$ cat src/rtl/bioz_pkg.sv
// rtl/bioz_pkg.sv - shared types and widths for the BioZ ADC capture path
package bioz_pkg;

    localparam int BIOZ_TAG_W = 8;
    localparam int BIOZ_ADC_W = 12;

    typedef enum logic [1:0] {
        IDLE  = 2'd0,
        SHIFT = 2'd1,
        PUSH  = 2'd2
    } capt_state_t;

    typedef struct packed {
        logic [3:0] fsel;
        logic [1:0] row;
        logic [1:0] col;
    } bioz_tag_t;

endpackage

$ cat src/rtl/bioz_sample_fifo.sv
// rtl/bioz_sample_fifo.sv - first-word fall-through sample FIFO with full/empty flags
module bioz_sample_fifo #(
    parameter int WIDTH = 20,
    parameter int DEPTH = 4
) (
    input  logic             clk,
    input  logic             rst,
    input  logic             push,
    input  logic [WIDTH-1:0] din,
    input  logic             pop,
    output logic [WIDTH-1:0] dout,
    output logic             full,
    output logic             empty
);

    localparam int AW = $clog2(DEPTH);

    logic [WIDTH-1:0] mem [DEPTH];
    logic [AW:0]      wr_ptr;
    logic [AW:0]      rd_ptr;
    logic             do_push;
    logic             do_pop;

    assign empty   = (wr_ptr == rd_ptr);
    assign full    = (wr_ptr[AW] != rd_ptr[AW]) && (wr_ptr[AW-1:0] == rd_ptr[AW-1:0]);
    assign do_pop  = pop && !empty;
    // A pop in the same cycle frees the slot, so a push into a full FIFO is still legal.
    assign do_push = push && (!full || do_pop);
    assign dout    = empty ? '0 : mem[rd_ptr[AW-1:0]];

    always_ff @(posedge clk) begin
        if (rst) begin
            wr_ptr <= '0;
            rd_ptr <= '0;
        end else begin
            if (do_push) begin
                mem[wr_ptr[AW-1:0]] <= din;
                wr_ptr              <= wr_ptr + (AW+1)'(1);
            end
            if (do_pop) begin
                rd_ptr <= rd_ptr + (AW+1)'(1);
            end
        end
    end

endmodule

$ cat src/rtl/bioz_adc_capture.sv
// rtl/bioz_adc_capture.sv - serial SAR capture FSM with tagging and sample buffering
module bioz_adc_capture
    import bioz_pkg::*;
#(
    parameter int DATA_W     = BIOZ_ADC_W,
    parameter int FIFO_DEPTH = 4,
    parameter int TAG_W      = BIOZ_TAG_W
) (
    input  logic              clk_ADC,
    input  logic              Reset,
    input  logic              ADC_En,
    input  logic              ADC_Start,
    input  logic              ADC_Dout,
    input  logic [3:0]        Fsel,
    input  logic [1:0]        Row,
    input  logic [1:0]        Col,
    output logic [DATA_W-1:0] Sample_Data,
    output logic [TAG_W-1:0]  Sample_Tag,
    output logic              Sample_Valid,
    input  logic              Sample_Ready,
    output logic              Busy,
    output logic              Overflow,
    output logic              Frame_Err
);

    localparam int CW = $clog2(DATA_W);
    localparam logic [CW-1:0] CNT_MAX = CW'(DATA_W - 1);

    capt_state_t       state;
    capt_state_t       state_next;
    logic [DATA_W-1:0] shreg;
    logic [CW-1:0]     bit_cnt;
    logic [TAG_W-1:0]  tag_q;
    bioz_tag_t         tag_in;
    logic              busy_q;
    logic              overflow_q;
    logic              frame_err_q;
    logic              push_req;
    logic              pop;
    logic              fifo_full;
    logic              fifo_empty;
    logic [TAG_W+DATA_W-1:0] fifo_dout;

    assign tag_in = '{fsel: Fsel, row: Row, col: Col};

    always_ff @(posedge clk_ADC) begin
        if (Reset) begin
            state <= IDLE;
        end else begin
            state <= state_next;
        end
    end

    always_comb begin
        state_next = state;
        push_req   = 1'b0;
        case (state)
            IDLE: begin
                if (ADC_En && ADC_Start) begin
                    state_next = SHIFT;
                end
            end
            SHIFT: begin
                if (!ADC_En) begin
                    state_next = IDLE;
                end else if (bit_cnt == '0) begin
                    state_next = PUSH;
                end
            end
            PUSH: begin
                state_next = IDLE;
                push_req   = ADC_En;
            end
            default: state_next = IDLE;
        endcase
    end

    always_ff @(posedge clk_ADC) begin
        if (Reset) begin
            shreg       <= '0;
            bit_cnt     <= '0;
            tag_q       <= '0;
            busy_q      <= 1'b0;
            overflow_q  <= 1'b0;
            frame_err_q <= 1'b0;
        end else begin
            busy_q <= (state_next != IDLE);
            if (state == IDLE && ADC_En && ADC_Start) begin
                tag_q   <= TAG_W'(tag_in);
                bit_cnt <= CNT_MAX;
            end
            if (state == SHIFT && ADC_En) begin
                shreg   <= {shreg[DATA_W-2:0], ADC_Dout};
                bit_cnt <= bit_cnt - CW'(1);
            end
            // A start while busy never restarts capture; it only marks a framing fault.
            if (ADC_Start && state != IDLE) begin
                frame_err_q <= 1'b1;
            end
            if (push_req && fifo_full && !pop) begin
                overflow_q <= 1'b1;
            end
        end
    end

    assign pop = Sample_Valid && Sample_Ready;

    bioz_sample_fifo #(
        .WIDTH (TAG_W + DATA_W),
        .DEPTH (FIFO_DEPTH)
    ) u_fifo (
        .clk   (clk_ADC),
        .rst   (Reset),
        .push  (push_req),
        .din   ({tag_q, shreg}),
        .pop   (pop),
        .dout  (fifo_dout),
        .full  (fifo_full),
        .empty (fifo_empty)
    );

    assign Sample_Valid = !fifo_empty;
    assign Sample_Data  = fifo_dout[DATA_W-1:0];
    assign Sample_Tag   = fifo_dout[TAG_W+DATA_W-1:DATA_W];
    assign Busy         = busy_q;
    assign Overflow     = overflow_q;
    assign Frame_Err    = frame_err_q;

endmodule

$ cat config.mk
export PLATFORM = sky130hd
export DESIGN_NAME = bioz_adc_capture
export DESIGN_NICKNAME = d
export VERILOG_FILES = /design/src/rtl/bioz_pkg.sv /design/src/rtl/bioz_sample_fifo.sv /design/src/rtl/bioz_adc_capture.sv
export SDC_FILE = /design/constraint.sdc
export NUM_CORES = 1
export LEC_CHECK = 0
export CAP_MARGIN = 20
export CORE_UTILIZATION = 35
export DETAILED_ROUTE_END_ITERATION = 8
export PLACE_DENSITY_LB_ADDON = 0.08
export REMOVE_ABC_BUFFERS = 1
export SLEW_MARGIN = 5
export SYNTH_ARGS = -nofsm -noshare
export SYNTH_HDL_FRONTEND = slang
export SYNTH_SLANG_ARGS = --single-unit
$ cat constraint.sdc
create_clock -name clk_ADC -period 3.1 [get_ports clk_ADC]
set_input_delay 0.465 -clock clk_ADC [delete_from_list [all_inputs] [get_ports clk_ADC]]
set_output_delay 0.465 -clock clk_ADC [all_outputs]
set_load 0.02 [all_outputs]
==> impl_results.md, run 1 <==
* CP Cell Sequence: buf_4 > mux4_2 > nor2b_1 > clkdlybuf4s50_1
* Max Cap Viol at 0
* CP max stage delay at 0.59 ns
* Worst hold path depth at 2
* RSZ-0062 raised after global routing: no
* Pwr Total at 3722 uW
* Slew Viols, Final at 0
* Crit path capture type: primary output
* CTS Buf Count at 17
* Clk sinks at 117
* M2 GR Usage at 25.35%
* CP top delay family: buffers and inverters
* Largest net degree at the start of global routing at 37
* Worst r2r src: u_fifo.wr_ptr[1]$_SDFFE_PP0P_
* Area after DPL at 0.005169 mm2
* Post-route setup TNS at 0 ns
* Port bufs at 37
* Worst Hold Class: register to register
* Hold path start: Frame_Err$_SDFFE_PP0P_
* Postcts setup bufs at 0
* Total Wirelength at 8778 um
* Iter 0 DRT Violations at 133
* Cell count after synthesis at 300
* Synth area leader: edfxtp_1
* Global-route wire length before repair at 14010 um
* Post-synth cell types at 29
* Share of cells above drive strength 1 at 17.49%
* Fillers at 1110
* Vias in the first global route at 2675
* Crit Path Max Fanout at 6
* Hold EP: Frame_Err$_SDFFE_PP0P_
* Final worst path period share at 95.51%
* Slowest CP cell: dfxtp_1
* GR Layer Usage met3 at 4.393%
* Layout overhead on the synthesized area at 28.11%
* Crit path time final at 2.961 ns
* CTS root buf: clkbuf_16
* Vias per cell at 4.742
* Buffers & Inverters on Critical Path at 2
* Vias at 2551
* Slew @ Worst Pin at 0.8051 ns
* Residual DRC at 0
* Maximum clock path buffer count at 2
* Status: complete, no violations
* Final GP Congestion at 0.7102
* Num rows at 41
* Die Y at 115.5 um
* Avg Cell Area, Syn at 15.03 um2
* Post-route cell area at 0.005777 mm2
* Critical Path RT at 2.63 ns
* DR pass1 iterations at 4
* Pleak at 0.001906 uW
* Core Area at 0.01257 mm2
* WL per Instance at 16.32 um
* Synth top area cells: edfxtp_1 53%, dfxtp_1 16%, mux4_2 10%
* HPWL Detailed at 5464 um
* Worst-skew pair later-pin latency at 0.40 ns
* Clock Skew at 0.005765 ns
* Die ar. at 0.01334 mm2
* Setup Viol. Count Final at 0
* Ant. Diodes at 0
* Clock transition at the registers of the reported paths at 0.05 ns
* Worst r2r path cells at 5
* Layout Nets at 374
* R2R Setup Slk at 0.97 ns
* Mapped Area at 0.004509 mm2
* Power per cell area at 644.2 mW/mm2
* Die X at 115.5 um
* Antenna violations before repair at 0
* Worst Path Arrival at 2.50 ns
* Fmax at 337.8 MHz
* Worst vdd ir at 0.3038 mV
* ANT nets after route at 0
* # IOs at 38
* Initial core utilization at 35.88%
* Relative max-transition margin at 46.32%
* H-tree Lvls at 4
* Share of the synthesized area in the top cell type at 53.27%
* CP Launch Type: register
* GR peak layer: met2
* Gr usage total at 14.86%
* CTS tree: done
* Crit path kind: register to primary output
* Ys Warns at 0
* Grt total ovfl at 0
* Seq/Total Area, Yosys at 69.70%
* Critical R2R Capture: u_fifo.mem[2][8]$_DFFE_PP_
* Final Hold Violating Endpoints at 0
* #FFs+latches synth at 117
* Met1 track demand over resource at 17.72%
[worst register-to-register path: stages (launching register included)]
cell	delay, ns
dfxtp_1	0.44
xor2_2	0.37
o41ai_4	0.17
nor2_1	0.16
and2_1	0.48
buf_12	0.22
[repair_timing]
action                     CTS  global route
hold buffers                 0             0
resized for setup            1             1
setup endpoints to repair    2             4
[state kept, by name, summed over array words and instances, names as in the netlist, named ones only]
name           flops
bit_cnt            4
u_fifo.rd_ptr      3
Frame_Err          1
shreg             12
u_fifo.mem        80
tag_q              8
Overflow           1
Busy               1
u_fifo.wr_ptr      3
state              2
[power by group]
| group | internal, uW | total [uW] | switching [uW] |
|---|---|---|---|
| Sequential | 1670 | 1680 | 12.6 |
| Clock | 1300 | 1940 | 638 |
| Combinational | 47.9 | 103 | 54.8 |
| Total | 3020 | 3720 | 705 |
[synth_stat cells]
cell type and number:
nor4_1 2, edfxtp_1 80, o21ai_0 2, clkbuf_1 10, o311ai_0 1, buf_1 1
inv_1 7, xor2_2 1, a21oi_1 26, mux2i_1 2, nor2b_1 20, a211oi_1 4
ha_1 7, o41ai_4 1, or3_1 1, nand2_1 42, and2_1 3, nor2_1 10
nor3_1 7, dfxtp_1 37, nand3b_1 2, o31ai_1 1, xnor2_1 2, mux4_2 20
and3b_1 2, and4bb_2 1, nand3_1 1, buf_2 3, xor2_1 4
[cell families (layout without fill, tap and decap cells)]
kind of cell,count (synthesis),after routing,share of synthesized area [%]
compound gates,35,35,4.745
xor+xnor,7,7,1.526
fa+ha+maj,7,7,1.942
buf+inv,21,87,1.831
flops,117,117,69.70
mux,22,22,10.43
simple gates,91,91,9.822
[cell type report]
cell class | count | area (um2) | share of cell area [%]
Inverter | 7 | 26.28 | 0.4548
Tap cell | 172 | 215.2 | 3.725
Sequential cell | 117 | 3143 | 54.41
Clock buffer | 23 | 467.9 | 8.101
Timing Repair Buffer | 48 | 490.5 | 8.490
Multi-Input combinational cell | 162 | 1308 | 22.63
Clock inverter | 9 | 126.4 | 2.188
[worst max-delay path by stage]
| stage | from | to | slack, ns | depth (start not counted) |
|---|---|---|---|---|
| 2_1_floorplan | u_fifo.wr_ptr[0]$_SDFFE_PP0P_ | u_fifo.mem[3][0]$_DFFE_PP_ | 0.39 | 3 |
| 3_3_place_gp | u_fifo.wr_ptr[1]$_SDFFE_PP0P_ | Sample_Tag[1] | 0.46 | 5 |
| 3_5_place_dp | u_fifo.wr_ptr[1]$_SDFFE_PP0P_ | Sample_Tag[1] | 0.42 | 5 |
| 4_1_cts | register | Sample_Data[0] | 0.06 | 4 |
| 5_1_grt | register | Sample_Data[0] | 0.0006 | 4 |
| 6_report | register | Sample_Data[0] | 0.14 | 4 |
[cells in the final DEF (no fill, tap or decap), types with 4 or more instances in the layout]
cell type,n
edfxtp_1,80
nand2_1,42
dfxtp_1,37
clkdlybuf4s50_1,37
a21oi_1,26
mux4_2,20
nor2b_1,20
clkbuf_16,17
nor2_1,10
buf_4,8
inv_1,7
ha_1,7
nor3_1,5
a211oi_1,4
clkbuf_1,4
[metrics by stage]
| step | hold slack, ns | std cells | setup WS [ns] | utilization [%] |
|---|---|---|---|---|
| floorplan | 0.4331 | 286 | 0.3927 | - |
| global placement | 0.4381 | 506 | 0.4588 | 41.12 |
| detailed placement | 0.4386 | 506 | 0.4188 | 41.12 |
| CTS | 0.4493 | 538 | 0.06051 | 45.90 |
| global route | 0.4970 | 538 | 0.0006215 | 45.96 |
| finish | 0.4474 | 538 | 0.1393 | 45.96 |
[routing by layer]
metal | up-vias | part of all wire, %
li1 | 1216 | -
met1 | 1272 | 44
met4 | 0 | 1.3
met3 | 13 | 2.9
met2 | 50 | 51
met5 | - | 0
Power figures use the tool's default switching activity.
==> inputs of run 2 (changes only) <==
--- a/config.mk
+++ b/config.mk
@@ -10,6 +10,7 @@
 export DETAILED_ROUTE_END_ITERATION = 8
 export PLACE_DENSITY_LB_ADDON = 0.08
 export REMOVE_ABC_BUFFERS = 1
+export SETUP_SLACK_MARGIN = 0.15
 export SLEW_MARGIN = 5
 export SYNTH_ARGS = -nofsm -noshare
 export SYNTH_HDL_FRONTEND = slang
==> run 2 against run 1 <==
Count of clock-buffer cells in the layout is the same. Die area is the same. Via count shrank 0.43%. Wire length shrank 0.13%. Sequential cell count is the same. Power is essentially flat. Sequential share of layout area shrank 0.061 points. Sequential power is essentially flat. First-iteration DRC count shrank 22%. Clock power is essentially flat. Critical path type unchanged.
==> impl_results.md, run 2 (synthesized netlist as in run 1, its figures left out) <==
* Status: complete, no violations
* Combinational Power Share at 2.8% (about the same)
* Vias per cell at 4.712 (-0.62%)
* Power per cell area at 643.2 mW/mm2 (-0.16%)
* # IOs at 38 (unchanged)
* H-tree Lvls at 4 (unchanged)
* Worst vdd ir at 0.3052 mV (+0.48%)
* Total Wirelength at 8767 um (-0.13%)
* Top routing layer used: met4
* Crit path time final at 2.767 ns (-0.1937 ns)
* Layout Nets at 375 (+0.27%)
* Post-route setup TNS at 0 ns (unchanged)
* Max Cap Viol at 0 (unchanged)
* Slew @ Worst Pin at 0.8111 ns (+0.005940 ns)
* R2R Setup Slk at 0.97 ns (about the same)
* Antenna violations before repair at 0 (unchanged)
* Critical R2R Capture: u_fifo.mem[2][8]$_DFFE_PP_
* Crit path kind: register to primary output
* Initial core utilization at 35.88% (unchanged)
* Relative max-transition margin at 45.93% (-0.40 points)
* Vias in the first global route at 2680 (+0.19%)
* Share of cells above drive strength 1 at 17.98% (+0.50 points)
* Most frequent cells in the layout: 80 x edfxtp_1, 42 x nand2_1, 37 x clkdlybuf4s50_1
* DR pass1 iterations at 4 (unchanged)
* Met2 WL at 4496 um (-0.27%)
* Clk network pwr share at 52.0% (about the same)
* RSZ-0062 raised after global routing: no
* Setup Viol. Count Final at 0 (unchanged)
* Seq pwr share at 45.2% (about the same)
* Worst Hold Class: register to register
* Worst-skew pair later-pin latency at 0.40 ns (about the same)
* WHS at 0.4475 ns (+0.00006600 ns)
* CP max stage delay at 0.53 ns (-0.06 ns)
* Final worst path period share at 89.26% (-6.2 points)
* Clk sinks at 117 (unchanged)
* Pleak at 0.001911 uW (+0.25%)
* CTS Buf Count at 17 (unchanged)
* CP Launch Type: register
* Slew Viols, Final at 0 (unchanged)
* Clock transition at the registers of the reported paths at 0.05 ns (about the same)
* WL per Instance at 16.27 um (-0.31%)
* Most common cell after layout, fill and taps aside: edfxtp_1
* Die ar. at 0.01334 mm2 (unchanged)
* Die X at 115.5 um (unchanged)
* Critical Path RT at 2.63 ns (about the same)
* HPWL Detailed at 5464 um (unchanged)
* CP Cell Sequence: buf_4 > mux4_2 > nor2b_1 > clkdlybuf4s50_1
* Core Util, Final at 46.03% (+0.070 points)
* Clock Skew at 0.005682 ns (-0.00008252 ns)
* Die Y at 115.5 um (unchanged)
* CTS Hold Bufs at 0 (unchanged)
* Fmax at 361.4 MHz (+7.0%)
* Gr usage total at 14.88% (+0.026 points)
* WL met1 at 3868 um (-0.74%)
* Met3 routed WL at 303 um (+18%)
* Maximum clock path buffer count at 2 (unchanged)
* Net switching power at 704.2 uW (-0.13%)
* Global-route wire length before repair at 14030 um (+0.19%)
* Worst r2r src: u_fifo.wr_ptr[1]$_SDFFE_PP0P_
* Worst setup path endpoint: Sample_Data[0]
* Worst Path Arrival at 2.30 ns (-0.20 ns)
* ANT nets after route at 0 (unchanged)
* Residual DRC at 0 (unchanged)
* Max FFs per register at 80 (unchanged)
* Internal power at 3017 uW (about the same)
* Num rows at 41 (unchanged)
* Vias at 2540 (-0.43%)
* Grt total ovfl at 0 (unchanged)
* Ant. Diodes at 0 (unchanged)
* CTS root buf: clkbuf_16
* Final Hold Violating Endpoints at 0 (unchanged)
* Core Area at 0.01257 mm2 (unchanged)
* Post-place setup slack at 0.4188 ns (unchanged)
* Layout overhead on the synthesized area at 28.30%
* Slowest CP cell: mux4_2
* Largest net degree at the start of global routing at 37 (unchanged)
* Worst hold path depth at 2 (unchanged)
* Final GP Congestion at 0.7102 (unchanged)
* Crit path capture type: primary output
* Worst r2r path cells at 5 (unchanged)
* Port bufs at 37 (unchanged)
* CTS tree: done
* Crit Path Max Fanout at 6 (unchanged)
* Iter 0 DRT Violations at 104 (-22%)
* Switching share of power at 18.92% (-0.024 points)
* Setup ws final at 0.3330 ns (+0.1937 ns)
-- run 2: worst min path at each step --
stage	from	slack (ns)	endpoint
after floorplan	bit_cnt[3]$_SDFFE_PP0P_	0.43	bit_cnt[3]$_SDFFE_PP0P_
after global placement	Frame_Err$_SDFFE_PP0P_	0.44	Frame_Err$_SDFFE_PP0P_
after detailed placement	Frame_Err$_SDFFE_PP0P_	0.44	Frame_Err$_SDFFE_PP0P_
after CTS	Frame_Err$_SDFFE_PP0P_	0.45	Frame_Err$_SDFFE_PP0P_
after global routing	Frame_Err$_SDFFE_PP0P_	0.50	Frame_Err$_SDFFE_PP0P_
final	Frame_Err$_SDFFE_PP0P_	0.45	Frame_Err$_SDFFE_PP0P_
-- run 2: area by class of cell --
class / count / area, um2
inverter: 7 / 26.28
fill: 1108 / 6783
multi-input combinational: 162 / 1308
clock inverter: 9 / 126.4
tap: 172 / 215.2
sequential: 117 / 3144
timing repair buffer: 49 / 498.0
clock buffer: 23 / 467.9
-- run 2: metrics by stage --
stage          instances  power [uW]  instance area (um2)
2_1_floorplan        286        1758                 4453
3_3_place_gp         506        1817                 5169
3_5_place_dp         506        1818                 5169
4_1_cts              538        3751                 5778
5_1_grt              539        3838                 5786
6_report             539        3722                 5786
-- run 2: worst max-delay path, delay by kind of cell (launching register included) --
family	cells	cell delay (ns)
buffers and inverters	2	0.77
muxes	1	0.53
DFF	1	0.46
and+or+nand+nor	1	0.15
-- run 2: metal layers --
layer / GRT usage, % / up-vias
li1: - / 1219
met1: 17.76 / 1266
met2: 25.39 / 48
met3: 4.393 / 7
met4: 5.714 / 0
met5: 0 / -
-- run 2: power groups by stage --
stage	Combinational [uW]	Clock, uW	Sequential (uW)
CTS	105	1960	1680
detailed placement	105	0	1710
floorplan	46.1	0	1710
global route	115	2040	1680
global placement	104	0	1710
finish	103	1940	1680
-- run 2: repair_timing --
item	CTS	global route
buffers inserted	0	1
cloned	0	0
pin swaps	0	1
setup endpoints to repair	18	14
gates resized for setup	3	0
